===== src/rtl/seg7_pkg.sv =====
// Shared constants for the seven-segment scan decoder: segment patterns,
// special digit codes and the scan FSM state type.
package seg7_pkg;

  localparam logic [6:0] SEG_0     = 7'h7E;
  localparam logic [6:0] SEG_1     = 7'h30;
  localparam logic [6:0] SEG_2     = 7'h6D;
  localparam logic [6:0] SEG_3     = 7'h79;
  localparam logic [6:0] SEG_4     = 7'h33;
  localparam logic [6:0] SEG_5     = 7'h5B;
  localparam logic [6:0] SEG_6     = 7'h5F;
  localparam logic [6:0] SEG_7     = 7'h70;
  localparam logic [6:0] SEG_8     = 7'h7F;
  localparam logic [6:0] SEG_9     = 7'h7B;
  localparam logic [6:0] SEG_BLANK = 7'h00;

  localparam logic [3:0] BLANK_CODE = 4'hF;
  localparam logic [3:0] ERR_CODE   = 4'hE;

  typedef enum logic [1:0] {
    ST_IDLE,
    ST_SETTLE,
    ST_HELD
  } state_t;

endpackage


===== src/rtl/seg7_to_bcd.sv =====
// Combinational segment-pattern to digit-code decoder; blank maps to
// BLANK_CODE, anything unrecognised to ERR_CODE with err set.
module seg7_to_bcd
  import seg7_pkg::*;
(
  input  logic [6:0] seg,
  output logic [3:0] code,
  output logic       err
);

  always_comb begin
    code = ERR_CODE;
    err  = 1'b1;
    case (seg)
      SEG_0:     begin code = 4'd0;       err = 1'b0; end
      SEG_1:     begin code = 4'd1;       err = 1'b0; end
      SEG_2:     begin code = 4'd2;       err = 1'b0; end
      SEG_3:     begin code = 4'd3;       err = 1'b0; end
      SEG_4:     begin code = 4'd4;       err = 1'b0; end
      SEG_5:     begin code = 4'd5;       err = 1'b0; end
      SEG_6:     begin code = 4'd6;       err = 1'b0; end
      SEG_7:     begin code = 4'd7;       err = 1'b0; end
      SEG_8:     begin code = 4'd8;       err = 1'b0; end
      SEG_9:     begin code = 4'd9;       err = 1'b0; end
      SEG_BLANK: begin code = BLANK_CODE; err = 1'b0; end
      default:   begin code = ERR_CODE;   err = 1'b1; end
    endcase
  end

endmodule


===== src/rtl/seg7_scan_decoder.sv =====
// Recovers four BCD digits from a multiplexed seven-segment scan: each digit
// is captured once per dwell after its pattern has been stable long enough.
module seg7_scan_decoder
  import seg7_pkg::*;
#(
  parameter int SETTLE_CYCLES = 4
) (
  input  logic        clk,
  input  logic        rst_n,
  input  logic [6:0]  seg,
  input  logic [3:0]  an,
  output logic [15:0] bcd,
  output logic [3:0]  digit_err,
  output logic        frame_valid
);

  localparam logic [7:0] SETTLE_MAX = 8'(SETTLE_CYCLES);

  logic [6:0]  seg_p0, seg_p1;
  logic [3:0]  an_p0, an_p1;
  logic        one_hot, changed;
  state_t      state, state_next;
  logic [7:0]  cnt, cnt_next;
  logic        capture;
  logic [3:0]  code;
  logic        err;
  logic [3:0]  mask, mask_next;
  logic        frame_done;
  logic [15:0] shadow_bcd;
  logic [3:0]  shadow_err;

  // Stage p0 registers the pins; p1 holds the previous sample for the stability compare
  always_ff @(posedge clk or negedge rst_n) begin
    if (!rst_n) begin
      seg_p0 <= '0;
      an_p0  <= '0;
      seg_p1 <= '0;
      an_p1  <= '0;
    end else begin
      seg_p0 <= seg;
      an_p0  <= an;
      seg_p1 <= seg_p0;
      an_p1  <= an_p0;
    end
  end

  assign one_hot = (an_p0 != 4'd0) && ((an_p0 & (an_p0 - 4'd1)) == 4'd0);
  assign changed = (seg_p0 != seg_p1) || (an_p0 != an_p1);

  seg7_to_bcd u_dec (
    .seg  (seg_p0),
    .code (code),
    .err  (err)
  );

  always_comb begin
    state_next = state;
    cnt_next   = cnt;
    capture    = 1'b0;
    case (state)
      ST_IDLE: begin
        cnt_next = 8'd0;
        if (one_hot) begin
          state_next = ST_SETTLE;
          cnt_next   = 8'd1;
        end
      end
      ST_SETTLE: begin
        if (!one_hot) begin
          state_next = ST_IDLE;
          cnt_next   = 8'd0;
        end else if (changed) begin
          cnt_next = 8'd1;
        end else if (cnt < SETTLE_MAX) begin
          cnt_next = cnt + 8'd1;
        end
      end
      ST_HELD: begin
        if (!one_hot) begin
          state_next = ST_IDLE;
          cnt_next   = 8'd0;
        end else if (changed) begin
          state_next = ST_SETTLE;
          cnt_next   = 8'd1;
        end
      end
      default: begin
        state_next = ST_IDLE;
        cnt_next   = 8'd0;
      end
    endcase
    // Reaching the threshold (including on the first stable cycle) captures at once
    if (state_next == ST_SETTLE && cnt_next == SETTLE_MAX) begin
      state_next = ST_HELD;
      capture    = 1'b1;
    end
  end

  always_ff @(posedge clk or negedge rst_n) begin
    if (!rst_n) begin
      state <= ST_IDLE;
      cnt   <= 8'd0;
    end else begin
      state <= state_next;
      cnt   <= cnt_next;
    end
  end

  // A capture landing on the publish cycle seeds the next frame's mask
  assign frame_done = (mask == 4'hF);
  assign mask_next  = (frame_done ? 4'h0 : mask) | (capture ? an_p0 : 4'h0);

  always_ff @(posedge clk or negedge rst_n) begin
    if (!rst_n) begin
      mask        <= 4'h0;
      shadow_bcd  <= {4{BLANK_CODE}};
      shadow_err  <= 4'h0;
      bcd         <= {4{BLANK_CODE}};
      digit_err   <= 4'h0;
      frame_valid <= 1'b0;
    end else begin
      mask        <= mask_next;
      frame_valid <= frame_done;
      for (int k = 0; k < 4; k++) begin
        if (capture && an_p0[k]) begin
          shadow_bcd[4*k +: 4] <= code;
          shadow_err[k]        <= err;
        end
      end
      if (frame_done) begin
        bcd       <= shadow_bcd;
        digit_err <= shadow_err;
      end
    end
  end

endmodule


===== config.mk =====
export PLATFORM = sky130hd
export DESIGN_NAME = seg7_scan_decoder
export DESIGN_NICKNAME = d
export VERILOG_FILES = /design/src/rtl/seg7_pkg.sv /design/src/rtl/seg7_to_bcd.sv /design/src/rtl/seg7_scan_decoder.sv
export SDC_FILE = /design/constraint.sdc
export NUM_CORES = 1
export LEC_CHECK = 0
export ABC_CLOCK_PERIOD_IN_PS = 3300
export CAP_MARGIN = 30
export CORE_MARGIN = 1.5
export CORE_UTILIZATION = 47
export DETAILED_ROUTE_END_ITERATION = 10
export PLACE_DENSITY = 0.73
export SETUP_SLACK_MARGIN = 0.2
export SLEW_MARGIN = 30
export SYNTH_ARGS = -nofsm -noshare
export SYNTH_HDL_FRONTEND = slang
export SYNTH_SLANG_ARGS = --single-unit
export TNS_END_PERCENT = 50

===== constraint.sdc =====
create_clock -name clk -period 3.3 [get_ports clk]
set_input_delay 0.66 -clock clk [delete_from_list [all_inputs] [get_ports clk]]
set_output_delay 0.66 -clock clk [all_outputs]
set_load 0.1 [all_outputs]

==> qor.log, run 1 <==
qor: run_status.status complete, but fails checks
qor: run_status.violations_in_the_final_reports design-rule violations
qor: clocking.post_cts.resized_instances 0
qor: grt.grt_start_max_net_pins 41
qor: sta.unrepaired_setup_endpoints_after_global_routing false
qor: cells_and_area.seq_area 1970 µm²
qor: die.pin_count 34
qor: critical_path.critPathRequiredTime 3530 ps
qor: synthesis.yosysSeqAreaShare 61.8%
qor: hold_path.holdCritPathClass input port to async pin
qor: power_and_ir_drop.cellLeakagePower 1.76 nW
qor: placement.hpwl 3.68 mm
qor: clocking.cts_htree_levels 3
qor: critical_path.setup.worst_path.end_class flip-flop
qor: critical_path.path_class flip-flop to flip-flop
qor: synthesis.yosysWarningCount 0
qor: sta.finalCritPeriodShare 73.5%
qor: die.floorplan.die.width 85.3 µm
qor: sta.max_slew_margin 44.8%
qor: die.design.die.area 7280 µm²
qor: drt.wl_per_cell 14.6 µm
qor: clocking.cts_inserted_buffers 9
qor: power_and_ir_drop.portion_of_total_power_attributed_to_combinational_logic 4.7%
qor: critical_path.crit_path_end shadow_err[2]$_DFFE_PN0P_
qor: synthesis.asyncSetResetFlopFracSynth 100%
qor: synthesis.synth_area_per_cell 12.3 µm²
qor: synthesis.syn-num-nets 273
qor: drt.remaining_drc_errors 1
qor: critical_path.worstRegToRegCells 6
qor: clocking.clkLatencyLatePin 350 ps
qor: power_and_ir_drop.power.share.sequential 55.6%
qor: drt.route.final.wire_length 5.52 mm
qor: clocking.cts_num_sinks 77
qor: sta.timing_worst_slew_pin_value 827 ps
qor: clocking.clock_tree_from_tritoncts done
qor: power_and_ir_drop.power_per_cell_area 472 nW/µm²
qor: cells_and_area.final_cell_count_no_fill 379
qor: synthesis.postSynth.topFlopCell sky130_fd_sc_hd__dfrtp_1
qor: synthesis.synth.distinct_cells 48
qor: cells_and_area.multiInputGateArea 1170 µm²
qor: clocking.clk_transition_reported_paths 80 ps
qor: die.floorplan.core_area 6460 µm²
qor: sta.skew 10.6 ps
qor: clocking.cts_setup_buffers 0
qor: critical_path.crit-reg2reg-launch cnt[0]$_DFF_PN0_
qor: power_and_ir_drop.power.clock.fraction 39.7%
qor: critical_path.critical_path_arrival 2660 ps
qor: sta.timing.setup.tns 0 ps
qor: die.initial_core_util 49.3%
qor: critical_path.worstPathMaxFanout 6
qor: clocking.clock_tree.buffer_depth 2
qor: grt.via_count_of_the_first_global_routing_pass 1973
qor: drt.drt_iter0_drcs 74
qor: cells_and_area.synthToLayoutAreaGrowth 17.4%
qor: cells_and_area.finish.net_count 311
qor: placement.post-place-ws 876 ps
qor: placement.placement.io_buffers 33
qor: die.die_outline_height 85.3 µm
qor: critical_path.startpoint cnt[0]$_DFF_PN0_
qor: sta.maxClockFrequency 412 MHz
qor: drt.detail_route.first_pass.iterations 7
qor: grt.global_route_wire_length_before_repair 9.47 mm
qor: drt.final_antenna_net_count 0
qor: power_and_ir_drop.power.ir.vdd_worst 0.390 mV
qor: cells_and_area.final_cell_area 3740 µm²
qor: sta.setup_viol_count_final 0
qor: grt.globalRouteOverflowTotal 0
qor: cells_and_area.post_route_cells_drive_above_1_share 34.1%
qor: die.rows 29
qor: synthesis.register_bit_count_reported_by_yosys 77
qor: grt.grt_antenna_before_repair 0
qor: placement.postPlaceCellArea 3550 µm²
qor: synthesis.syn_inst 259
qor: clocking.cts.hold.buffers_added 0
qor: placement.finalWeightedCongestion 0.910
qor: flow_run.max-cap-violations 0
qor: placement.place_inst 363
qor: power_and_ir_drop.netsw 0.414 mW
qor: sta.slew_viol_final 0
qor: clocking.clock-root-buffer sky130_fd_sc_hd__clkbuf_8
qor: synthesis.syn_area 3180 µm²
qor: sta.setup_slack 873 ps
qor: critical_path.reg2reg_setup_slack 870 ps
qor: drt.post_drt_via_cell_ratio 5.11
qor: critical_path.crit_path_start_kind flip-flop
qor: critical_path.critical_path.reg2reg.endpoint shadow_err[2]$_DFFE_PN0P_
qor: sta.report.final.hold_viol_count 0
qor: synthesis.synth_enable_flop_cells 0
qor: grt.all_layer_global_routing_usage 17.1%
qor: sta.period_needed 2430 ps
qor: drt.vias 1938
qor: power_and_ir_drop.power_switching_share 23.4%
qor: cells_and_area.fillerInstances 530
qor: power_and_ir_drop.p_int 1.35 mW
qor: cells_and_area.diodes 0
## power by group through the flow
stage                     Sequential, mW  Combinational (mW)  Clock [mW]
after floorplan                    0.990              0.0465           0
after global placement             0.998              0.0828           0
after detailed placement           0.998              0.0843           0
after CTS                          0.982              0.0848       0.715
after global routing               0.985              0.0927       0.755
final                              0.981              0.0827       0.700
## worst max-delay path, cell delays in order, from the launching register on
cell and delay [ps]:
sky130_fd_sc_hd__dfrtp_1 430, sky130_fd_sc_hd__ha_1 320, sky130_fd_sc_hd__or3b_1 390, sky130_fd_sc_hd__a211oi_4 280, sky130_fd_sc_hd__nand3_4 140, sky130_fd_sc_hd__nor3_4 350, sky130_fd_sc_hd__mux2_2 390
## per-stage QoR
stage	total power, mW	hold WS, ps	util (%)
after floorplan	1.04	349	-
after global placement	1.08	443	54.9
after detailed placement	1.08	446	54.9
after CTS	1.78	428	57.9
after global routing	1.83	471	57.9
final	1.76	404	57.9
## how the worst min path moves through the flow
| stage | startpoint | to | slack (ps) | depth (start not counted) |
|---|---|---|---|---|
| after floorplan | seg_p0[2]$_DFF_PN0_ | seg_p1[2]$_DFF_PN0_ | 350 | 0 |
| after global placement | shadow_bcd[2]$_DFFE_PN1P_ | bcd[2]$_DFFE_PN1P_ | 440 | 2 |
| after detailed placement | shadow_bcd[15]$_DFFE_PN1P_ | bcd[15]$_DFFE_PN1P_ | 450 | 2 |
| after CTS | rst_n | state[0]$_DFF_PN0_ | 430 | 1 |
| after global routing | rst_n | digit_err[1]$_DFFE_PN0P_ | 470 | 1 |
| final | rst_n | seg_p0[2]$_DFF_PN0_ | 400 | 1 |
## final cells by class
type / instances / area share (%)
repair buffers: 35 / 8.03
clock buffers: 11 / 3.52
inverters: 4 / 0.402
flip-flops and latches: 77 / 52.6
well taps: 77 / 2.58
clock inverters: 5 / 1.61
multi-input cells: 170 / 31.2
## routing by layer
metal	vias up	wire length, µm	GRT usage, %
met3	10	169	4.09
met5	-	0	0
met4	0	111	8.80
li1	967	-	-
met1	930	2760	23.6
met2	31	2470	25.5
## registers in the layout, summed over array words and instances, names as in the netlist
name and count:
shadow_bcd 16, shadow_err 4, cnt 8, frame_valid 1
an_p1 4, mask 4, bcd 16, seg_p0 7
state 2, an_p0 4, digit_err 4, seg_p1 7
## cells by family after synthesis
logic type	count (synthesis)	share of synthesized area (%)
fa+ha+maj	1	0.393
mux	20	7.07
compound gates	27	7.03
flops	77	61.8
simple gates	108	18.3
xor+xnor	14	3.85
buf+inv	12	1.57
## synthesized netlist by cell type, types with 2 or more instances
library cell,instances,area share [%]
sky130_fd_sc_hd__and3_1,2,0.39
sky130_fd_sc_hd__nor4_1,2,0.39
sky130_fd_sc_hd__o21ai_0,4,0.63
sky130_fd_sc_hd__nand2_1,69,8.1
sky130_fd_sc_hd__inv_1,4,0.47
sky130_fd_sc_hd__or4_1,2,0.47
sky130_fd_sc_hd__xor2_1,12,3.3
sky130_fd_sc_hd__or4b_4,2,0.86
sky130_fd_sc_hd__o211ai_1,2,0.47
sky130_fd_sc_hd__o21bai_1,2,0.47
sky130_fd_sc_hd__mux2_2,17,6.0
sky130_fd_sc_hd__mux2_1,3,1.1
sky130_fd_sc_hd__dfstp_2,32,26
sky130_fd_sc_hd__a21oi_1,2,0.31
sky130_fd_sc_hd__nor3_4,4,2.0
sky130_fd_sc_hd__or3b_1,2,0.55
sky130_fd_sc_hd__nor3_1,5,0.79
sky130_fd_sc_hd__a21o_1,2,0.47
sky130_fd_sc_hd__a32oi_1,2,0.55
sky130_fd_sc_hd__nand2b_1,3,0.59
sky130_fd_sc_hd__xnor2_1,2,0.55
sky130_fd_sc_hd__nor2_1,2,0.24
sky130_fd_sc_hd__a21o_2,2,0.55
sky130_fd_sc_hd__and2_1,5,0.98
sky130_fd_sc_hd__buf_2,4,0.63
sky130_fd_sc_hd__nor3b_1,2,0.47
sky130_fd_sc_hd__dfrtp_1,45,35
sky130_fd_sc_hd__clkbuf_1,4,0.47
## cells in the final DEF, fill, tap and decap left out, types with 3 or more instances in the layout
cell type	count
sky130_fd_sc_hd__and2_1	5
sky130_fd_sc_hd__buf_4	22
sky130_fd_sc_hd__clkbuf_8	9
sky130_fd_sc_hd__clkdlybuf4s50_1	11
sky130_fd_sc_hd__dfrtp_1	45
sky130_fd_sc_hd__dfstp_2	32
sky130_fd_sc_hd__inv_1	4
sky130_fd_sc_hd__mux2_1	3
sky130_fd_sc_hd__mux2_2	17
sky130_fd_sc_hd__nand2_1	69
sky130_fd_sc_hd__nand2b_1	3
sky130_fd_sc_hd__nor3_1	5
sky130_fd_sc_hd__nor3_4	4
sky130_fd_sc_hd__o21ai_0	4
sky130_fd_sc_hd__xor2_1	12
Note: power is estimated with default switching activity, not from simulation.
==> run 2, diff against run 1 <==
--- a/config.mk
+++ b/config.mk
@@ -5,12 +5,12 @@
 export SDC_FILE = /design/constraint.sdc
 export NUM_CORES = 1
 export LEC_CHECK = 0
-export ABC_CLOCK_PERIOD_IN_PS = 3300
+export ABC_CLOCK_PERIOD_IN_PS = 2200
 export CAP_MARGIN = 30
 export CORE_MARGIN = 1.5
 export CORE_UTILIZATION = 47
 export DETAILED_ROUTE_END_ITERATION = 10
-export PLACE_DENSITY = 0.73
+export PLACE_DENSITY = 0.76
 export SETUP_SLACK_MARGIN = 0.2
 export SLEW_MARGIN = 30
 export SYNTH_ARGS = -nofsm -noshare
==> constraint.sdc (replaced) <==
create_clock -name clk -period 2.2 [get_ports clk]
set_input_delay 0.44 -clock clk [delete_from_list [all_inputs] [get_ports clk]]
set_output_delay 0.44 -clock clk [all_outputs]
set_load 0.1 [all_outputs]
==> run 2 against run 1 <==
Effect of this change: the flow finishes with violations (design-rule violations, negative setup slack); worst setup slack got worse by 970 ps; sequential share of layout area fell by 4.1 points; design area rose by 8.5%; register-to-register slack got worse by 970 ps; global-route usage rose by 1.8 points; critical endpoint is now shadow_err[1]$_DFFE_PN0P_.
==> qor.log, run 2 (synthesis results as in run 1) <==
qor: critical_path.critPathRequiredTime 2440 ps [was 3530 ps]
qor: placement.place_inst 378 [was 363]
qor: die.rows 29 [unchanged]
qor: critical_path.critical_path.reg2reg.endpoint shadow_err[1]$_DFFE_PN0P_ [was shadow_err[2]$_DFFE_PN0P_]
qor: critical_path.worstPathMaxFanout 4 [was 6]
qor: power_and_ir_drop.power.ir.vdd_worst 0.436 mV [was 0.390 mV]
qor: drt.route.final.wire_length 6.10 mm [was 5.52 mm]
qor: drt.remaining_drc_errors 2 [was 1]
qor: sta.maxClockFrequency 435 MHz [was 412 MHz]
qor: power_and_ir_drop.power_per_cell_area 626 nW/µm² [was 472 nW/µm²]
qor: drt.detail_route.first_pass.iterations 7 [unchanged]
qor: grt.grt_start_max_net_pins 78 [was 41]
qor: drt.vias 2165 [was 1938]
qor: flow_run.max-cap-violations 0 [unchanged]
qor: cells_and_area.synthToLayoutAreaGrowth 27.3% [was 17.4%]
qor: sta.setup_viol_count_final 13 [was 0]
qor: sta.skew 7.29 ps [was 10.6 ps]
qor: critical_path.setup.worst_path.end_class flip-flop [unchanged]
qor: drt.wl_per_cell 15.0 µm [was 14.6 µm]
qor: clocking.cts_inserted_buffers 9 [unchanged]
qor: clocking.cts_num_sinks 77 [unchanged]
qor: hold_path.holdCritPathClass input port to async pin [unchanged]
qor: run_status.status complete, but fails checks [unchanged]
qor: die.initial_core_util 49.3% [unchanged]
qor: die.design.die.area 7280 µm² [unchanged]
qor: critical_path.reg2reg_setup_slack -100 ps [was 870 ps]
qor: critical_path.path_class flip-flop to flip-flop [unchanged]
qor: clocking.clock-root-buffer sky130_fd_sc_hd__clkbuf_8 [unchanged]
qor: drt.final_antenna_net_count 0 [unchanged]
qor: drt.post_drt_via_cell_ratio 5.33 [was 5.11]
qor: cells_and_area.final_cell_count_no_fill 406 [was 379]
qor: clocking.clkLatencyLatePin 350 ps [about the same]
qor: critical_path.crit-reg2reg-launch cnt[0]$_DFF_PN0_ [unchanged]
qor: sta.setup_slack -97.7 ps [was 873 ps]
qor: die.die_outline_height 85.3 µm [unchanged]
qor: grt.via_count_of_the_first_global_routing_pass 2164 [was 1973]
qor: placement.hpwl 3.89 mm [was 3.68 mm]
qor: clocking.clk_transition_reported_paths 80 ps [about the same]
qor: power_and_ir_drop.totalPowerFinal 2.54 mW [was 1.76 mW]
qor: clocking.cts_htree_levels 3 [unchanged]
qor: clocking.clock_tree_from_tritoncts done [unchanged]
qor: sta.slew_viol_final 0 [unchanged]
qor: cells_and_area.post_route_cells_drive_above_1_share 41.6% [was 34.1%]
qor: cells_and_area.layout_commonest_cell sky130_fd_sc_hd__nand2_1 [unchanged]
qor: cells_and_area.final_cell_area 4050 µm² [was 3740 µm²]
qor: placement.postPlaceCellArea 3690 µm² [was 3550 µm²]
qor: grt.grt_antenna_before_repair 0 [unchanged]
qor: sta.period_needed 2300 ps [was 2430 ps]
qor: die.floorplan.core_area 6460 µm² [unchanged]
qor: critical_path.critical_path_arrival 2540 ps [was 2660 ps]
qor: cells_and_area.largestRegisters bcd x16, shadow_bcd x16, cnt x8 [unchanged]
qor: drt.drt_iter0_drcs 133 [was 74]
qor: sta.report.final.hold_viol_count 0 [unchanged]
qor: critical_path.worstRegToRegCells 7 [was 6]
qor: run_status.violations_in_the_final_reports design-rule violations, negative setup slack [was design-rule violations]
qor: sta.timing_worst_slew_pin_value 758 ps [was 827 ps]
qor: cells_and_area.diodes 0 [unchanged]
qor: sta.max_slew_margin 48.9% [was 44.8%]
qor: grt.all_layer_global_routing_usage 18.9% [was 17.1%]
qor: clocking.clock_tree.buffer_depth 2 [unchanged]
qor: cells_and_area.finish.net_count 338 [was 311]
qor: placement.finalWeightedCongestion 0.873 [was 0.910]
qor: cells_and_area.commonest_cells_after_routing_fill_and_taps_aside sky130_fd_sc_hd__nand2_1, sky130_fd_sc_hd__dfrtp_1, sky130_fd_sc_hd__buf_4 [was sky130_fd_sc_hd__nand2_1, sky130_fd_sc_hd__dfrtp_1, sky130_fd_sc_hd__dfstp_2]
qor: sta.unrepaired_setup_endpoints_after_global_routing true [was false]
qor: power_and_ir_drop.cellLeakagePower 1.92 nW [was 1.76 nW]
qor: die.pin_count 34 [unchanged]
qor: grt.globalRouteOverflowTotal 0 [unchanged]
qor: die.floorplan.die.width 85.3 µm [unchanged]
qor: sta.finalCritPeriodShare 104% [was 73.5%]
qor: grt.global_route_wire_length_before_repair 10.6 mm [was 9.47 mm]
qor: critical_path.crit_path_start_kind flip-flop [unchanged]
qor: placement.placement.io_buffers 33 [unchanged]
[run 2: changes by cell type in the layout (fill, tap and decap cells not counted), sizes merged]
| cell | delta |
|---|---|
| buf | +27 |
| bufinv | -1 |
| clkinv | +3 |
| clkbuf | -1 |
| inv | -1 |
[run 2: critical path, cell delays in order, from the launching register on]
cell and delay [ps]:
sky130_fd_sc_hd__dfrtp_1 390, sky130_fd_sc_hd__ha_1 310, sky130_fd_sc_hd__or3b_4 390, sky130_fd_sc_hd__a211oi_4 280, sky130_fd_sc_hd__nand2_2 140, sky130_fd_sc_hd__nor3_4 230
sky130_fd_sc_hd__buf_4 170, sky130_fd_sc_hd__mux2_4 290
[run 2: area by class of cell]
cell class / count / area (µm²)
Clock inverter: 6 / 40.0
Tap cell: 77 / 96.3
Multi-Input combinational cell: 170 / 1250
Sequential cell: 77 / 1970
Inverter: 4 / 15.0
Fill cell: 502 / 2400
Timing Repair Buffer: 62 / 556
Clock buffer: 10 / 128
[run 2: repair_timing]
action                     4_1_cts  5_1_grt
setup endpoints to repair       30       31
pin swaps                        1        3
resized for setup               17        4
setup buffers                    9        3
hold buffers                     0        0
[run 2: per-layer routing]
metal,global-route usage (%),up-vias,share of wire [%]
li1,-,1016,-
met1,26.2,1080,46
met2,29.1,57,49
met3,3.50,12,3.1
met4,8.80,0,2.0
met5,0,-,0
[run 2: per-stage QoR]
step / setup slack, ps / util, % / hold WS (ps) / TNS (ps)
after floorplan: -31.4 / - / 144 / -318
after global placement: -90.7 / 57.1 / 433 / -1080
after detailed placement: -148 / 57.1 / 443 / -2010
after CTS: -124 / 62.2 / 120 / -1190
after global routing: -191 / 62.8 / 128 / -2260
final: -97.7 / 62.8 / 99.2 / -461
[run 2: report_power, final]
part	internal [mW]	switching [mW]	total, mW
Combinational	0.0722	0.0826	0.155
Sequential	1.44	0.0220	1.46
Clock	0.407	0.511	0.918
Total	1.92	0.616	2.54
[run 2: worst max-delay path by stage]
stage | to | startpoint
after floorplan | shadow_err[2]$_DFFE_PN0P_ | cnt[0]$_DFF_PN0_
after global placement | shadow_bcd[15]$_DFFE_PN1P_ | cnt[0]$_DFF_PN0_
after detailed placement | shadow_bcd[15]$_DFFE_PN1P_ | cnt[0]$_DFF_PN0_
after CTS | shadow_err[3]$_DFFE_PN0P_ | cnt[0]$_DFF_PN0_
after global routing | shadow_err[1]$_DFFE_PN0P_ | cnt[0]$_DFF_PN0_
final | shadow_err[1]$_DFFE_PN0P_ | cnt[0]$_DFF_PN0_
==> run 3, diff against run 2 <==
--- a/config.mk
+++ b/config.mk
@@ -7,6 +7,7 @@
 export LEC_CHECK = 0
 export ABC_CLOCK_PERIOD_IN_PS = 2200
 export CAP_MARGIN = 30
+export CORE_ASPECT_RATIO = 1.5
 export CORE_MARGIN = 1.5
 export CORE_UTILIZATION = 47
 export DETAILED_ROUTE_END_ITERATION = 10
==> run 3 against run 2 <==
Effect of this change: the flow finishes with violations (negative setup slack); hold slack got worse by 63 ps; via count shrank 2.0%; combinational power rose by 6%; clock-buffer cell count up 1.
==> qor.log, run 3 (synthesis results as in run 1) <==
qor: run_status.status complete, but fails checks [unchanged]
qor: run_status.violations_in_the_final_reports negative setup slack [was design-rule violations, negative setup slack]
qor: sta.setup_viol_count_final 21 [was 13]
qor: clocking.cts.hold.buffers_added 0 [unchanged]
qor: grt.global_route_wire_length_before_repair 10.4 mm [was 10.6 mm]
qor: cells_and_area.diodes 0 [unchanged]
qor: cells_and_area.layout_commonest_cell sky130_fd_sc_hd__nand2_1 [unchanged]
qor: clocking.cts_num_sinks 77 [unchanged]
qor: grt.globalRouteOverflowTotal 0 [unchanged]
qor: die.initial_core_util 48.8% [was 49.3%]
qor: clocking.cts_inserted_buffers 9 [unchanged]
qor: drt.route.final.wire_length 6.12 mm [was 6.10 mm]
qor: grt.via_count_of_the_first_global_routing_pass 2201 [was 2164]
qor: power_and_ir_drop.cellLeakagePower 1.94 nW [was 1.92 nW]
qor: sta.period_needed 2400 ps [was 2300 ps]
qor: flow_run.max-cap-violations 0 [unchanged]
qor: sta.skew 9.41 ps [was 7.29 ps]
qor: sta.maxClockFrequency 417 MHz [was 435 MHz]
qor: drt.detail_route.first_pass.iterations 4 [was 7]
qor: grt.all_layer_global_routing_usage 18.5% [was 18.9%]
qor: clocking.clkLatencyLatePin 360 ps [was 350 ps]
qor: sta.unrepaired_setup_endpoints_after_global_routing true [unchanged]
qor: critical_path.critical_path.reg2reg.endpoint shadow_err[1]$_DFFE_PN0P_ [unchanged]
qor: placement.placement.io_buffers 33 [unchanged]
qor: critical_path.path_class flip-flop to flip-flop [unchanged]
qor: critical_path.crit_path_start_kind flip-flop [unchanged]
qor: critical_path.setup.worst_path.end_class flip-flop [unchanged]
qor: die.pin_count 34 [unchanged]
qor: cells_and_area.commonest_cells_after_routing_fill_and_taps_aside sky130_fd_sc_hd__nand2_1, sky130_fd_sc_hd__buf_4, sky130_fd_sc_hd__dfrtp_1 [was sky130_fd_sc_hd__nand2_1, sky130_fd_sc_hd__dfrtp_1, sky130_fd_sc_hd__buf_4]
qor: sta.setup_slack -196 ps [was -97.7 ps]
qor: drt.final_antenna_net_count 0 [unchanged]
qor: sta.slew_viol_final 0 [unchanged]
qor: die.floorplan.die.width 70.2 µm [was 85.3 µm]
qor: drt.drt_iter0_drcs 109 [was 133]
qor: grt.grt_start_max_net_pins 33 [was 78]
qor: cells_and_area.post_route_cells_drive_above_1_share 42.0% [was 41.6%]
qor: critical_path.critPathRequiredTime 2450 ps [was 2440 ps]
qor: clocking.clk_transition_reported_paths 80 ps [about the same]
qor: sta.finalCritPeriodShare 109% [was 104%]
qor: die.floorplan.core_area 6530 µm² [was 6460 µm²]
qor: sta.timing_worst_slew_pin_value 603 ps [was 758 ps]
qor: clocking.clock-root-buffer sky130_fd_sc_hd__clkbuf_8 [unchanged]
qor: critical_path.worstRegToRegCells 7 [unchanged]
qor: drt.vias 2121 [was 2165]
qor: cells_and_area.largestRegisters bcd x16, shadow_bcd x16, cnt x8 [unchanged]
qor: drt.wl_per_cell 15.0 µm [about the same]
qor: sta.report.final.hold_viol_count 0 [unchanged]
qor: grt.grt_antenna_before_repair 0 [unchanged]
qor: clocking.cts_htree_levels 3 [unchanged]
qor: critical_path.reg2reg_setup_slack -200 ps [was -100 ps]
qor: placement.hpwl 4.12 mm [was 3.89 mm]
qor: cells_and_area.synthToLayoutAreaGrowth 28.0% [was 27.3%]
qor: clocking.clock_tree_from_tritoncts done [unchanged]
qor: power_and_ir_drop.power.ir.vdd_worst 0.492 mV [was 0.436 mV]
qor: die.design.die.area 7290 µm² [was 7280 µm²]
qor: clocking.clock_tree.buffer_depth 2 [unchanged]
qor: placement.finalWeightedCongestion 0.863 [was 0.873]
qor: critical_path.worstPathMaxFanout 6 [was 4]
qor: power_and_ir_drop.power_per_cell_area 660 nW/µm² [was 626 nW/µm²]
qor: power_and_ir_drop.totalPowerFinal 2.69 mW [was 2.54 mW]
qor: critical_path.critical_path_arrival 2650 ps [was 2540 ps]
qor: critical_path.crit-reg2reg-launch cnt[1]$_DFF_PN0_ [was cnt[0]$_DFF_PN0_]
qor: sta.max_slew_margin 59.8% [was 48.9%]
qor: placement.post-place-ws -121 ps [was -148 ps]
qor: hold_path.holdCritPathClass input port to async pin [unchanged]
qor: die.die_outline_height 104 µm [was 85.3 µm]
qor: drt.remaining_drc_errors 0 [was 2]
qor: drt.post_drt_via_cell_ratio 5.21 [was 5.33]
qor: cells_and_area.finish.net_count 340 [was 338]
qor: sta.timing.setup.tns -2790 ps [was -461 ps]
qor: die.rows 36 [was 29]
[run 3: critical path: stages (launching register included)]
cell and delay (ps):
sky130_fd_sc_hd__dfrtp_1 400, sky130_fd_sc_hd__ha_1 320, sky130_fd_sc_hd__or3b_4 420, sky130_fd_sc_hd__a211oi_4 340, sky130_fd_sc_hd__nand2_2 150, sky130_fd_sc_hd__nor3_4 230
sky130_fd_sc_hd__buf_12 150, sky130_fd_sc_hd__mux2_4 290
[run 3: how the worst max path moves through the flow]
stage,startpoint,endpoint,slack [ps],cells after the start
floorplan,cnt[0]$_DFF_PN0_,shadow_err[2]$_DFFE_PN0P_,-30,6
detailed placement,cnt[0]$_DFF_PN0_,shadow_bcd[9]$_DFFE_PN1P_,-120,6
global route,cnt[1]$_DFF_PN0_,shadow_err[1]$_DFFE_PN0P_,-270,7
global placement,cnt[0]$_DFF_PN0_,shadow_bcd[14]$_DFFE_PN1P_,-80,6
CTS,cnt[0]$_DFF_PN0_,shadow_err[1]$_DFFE_PN0P_,-130,6
finish,cnt[1]$_DFF_PN0_,shadow_err[1]$_DFFE_PN0P_,-200,7
[run 3: through the flow]
step | std cells | hold WS, ps | area [µm²] | utilization, %
after floorplan | 259 | 144 | 3200 | -
after CTS | 403 | 35.3 | 4020 | 61.5
after detailed placement | 381 | 425 | 3720 | 57.0
final | 407 | 36.2 | 4080 | 62.4
after global routing | 407 | 58.7 | 4080 | 62.4
after global placement | 381 | 425 | 3720 | 57.0
[run 3: layout make-up]
class / count / area [µm²]
Sequential cell: 77 / 1970
Inverter: 4 / 15.0
Clock inverter: 5 / 30.0
Multi-Input combinational cell: 170 / 1240
Fill cell: 483 / 2450
Tap cell: 76 / 95.1
Clock buffer: 11 / 174
Timing Repair Buffer: 64 / 554
[run 3: routing by layer]
metal	wire [µm]	up-vias	GRT usage, %	part of all wire, %
li1	-	1018	-	-
met1	2720	1047	23.6	44
met2	3050	43	29.0	50
met3	174	13	4.57	2.8
met4	172	0	9.62	2.8
met5	0	-	0	0
[run 3: repair_timing]
action	in CTS	in global routing
gates resized for setup	13	4
pin swaps	0	10
setup endpoints to repair	24	30
setup buffers	6	4
[run 3: report_power, final]
part	switching, mW	internal, mW
clock	0.524	0.540
combinational	0.0881	0.0771
sequential	0.0200	1.44
total	0.632	2.06
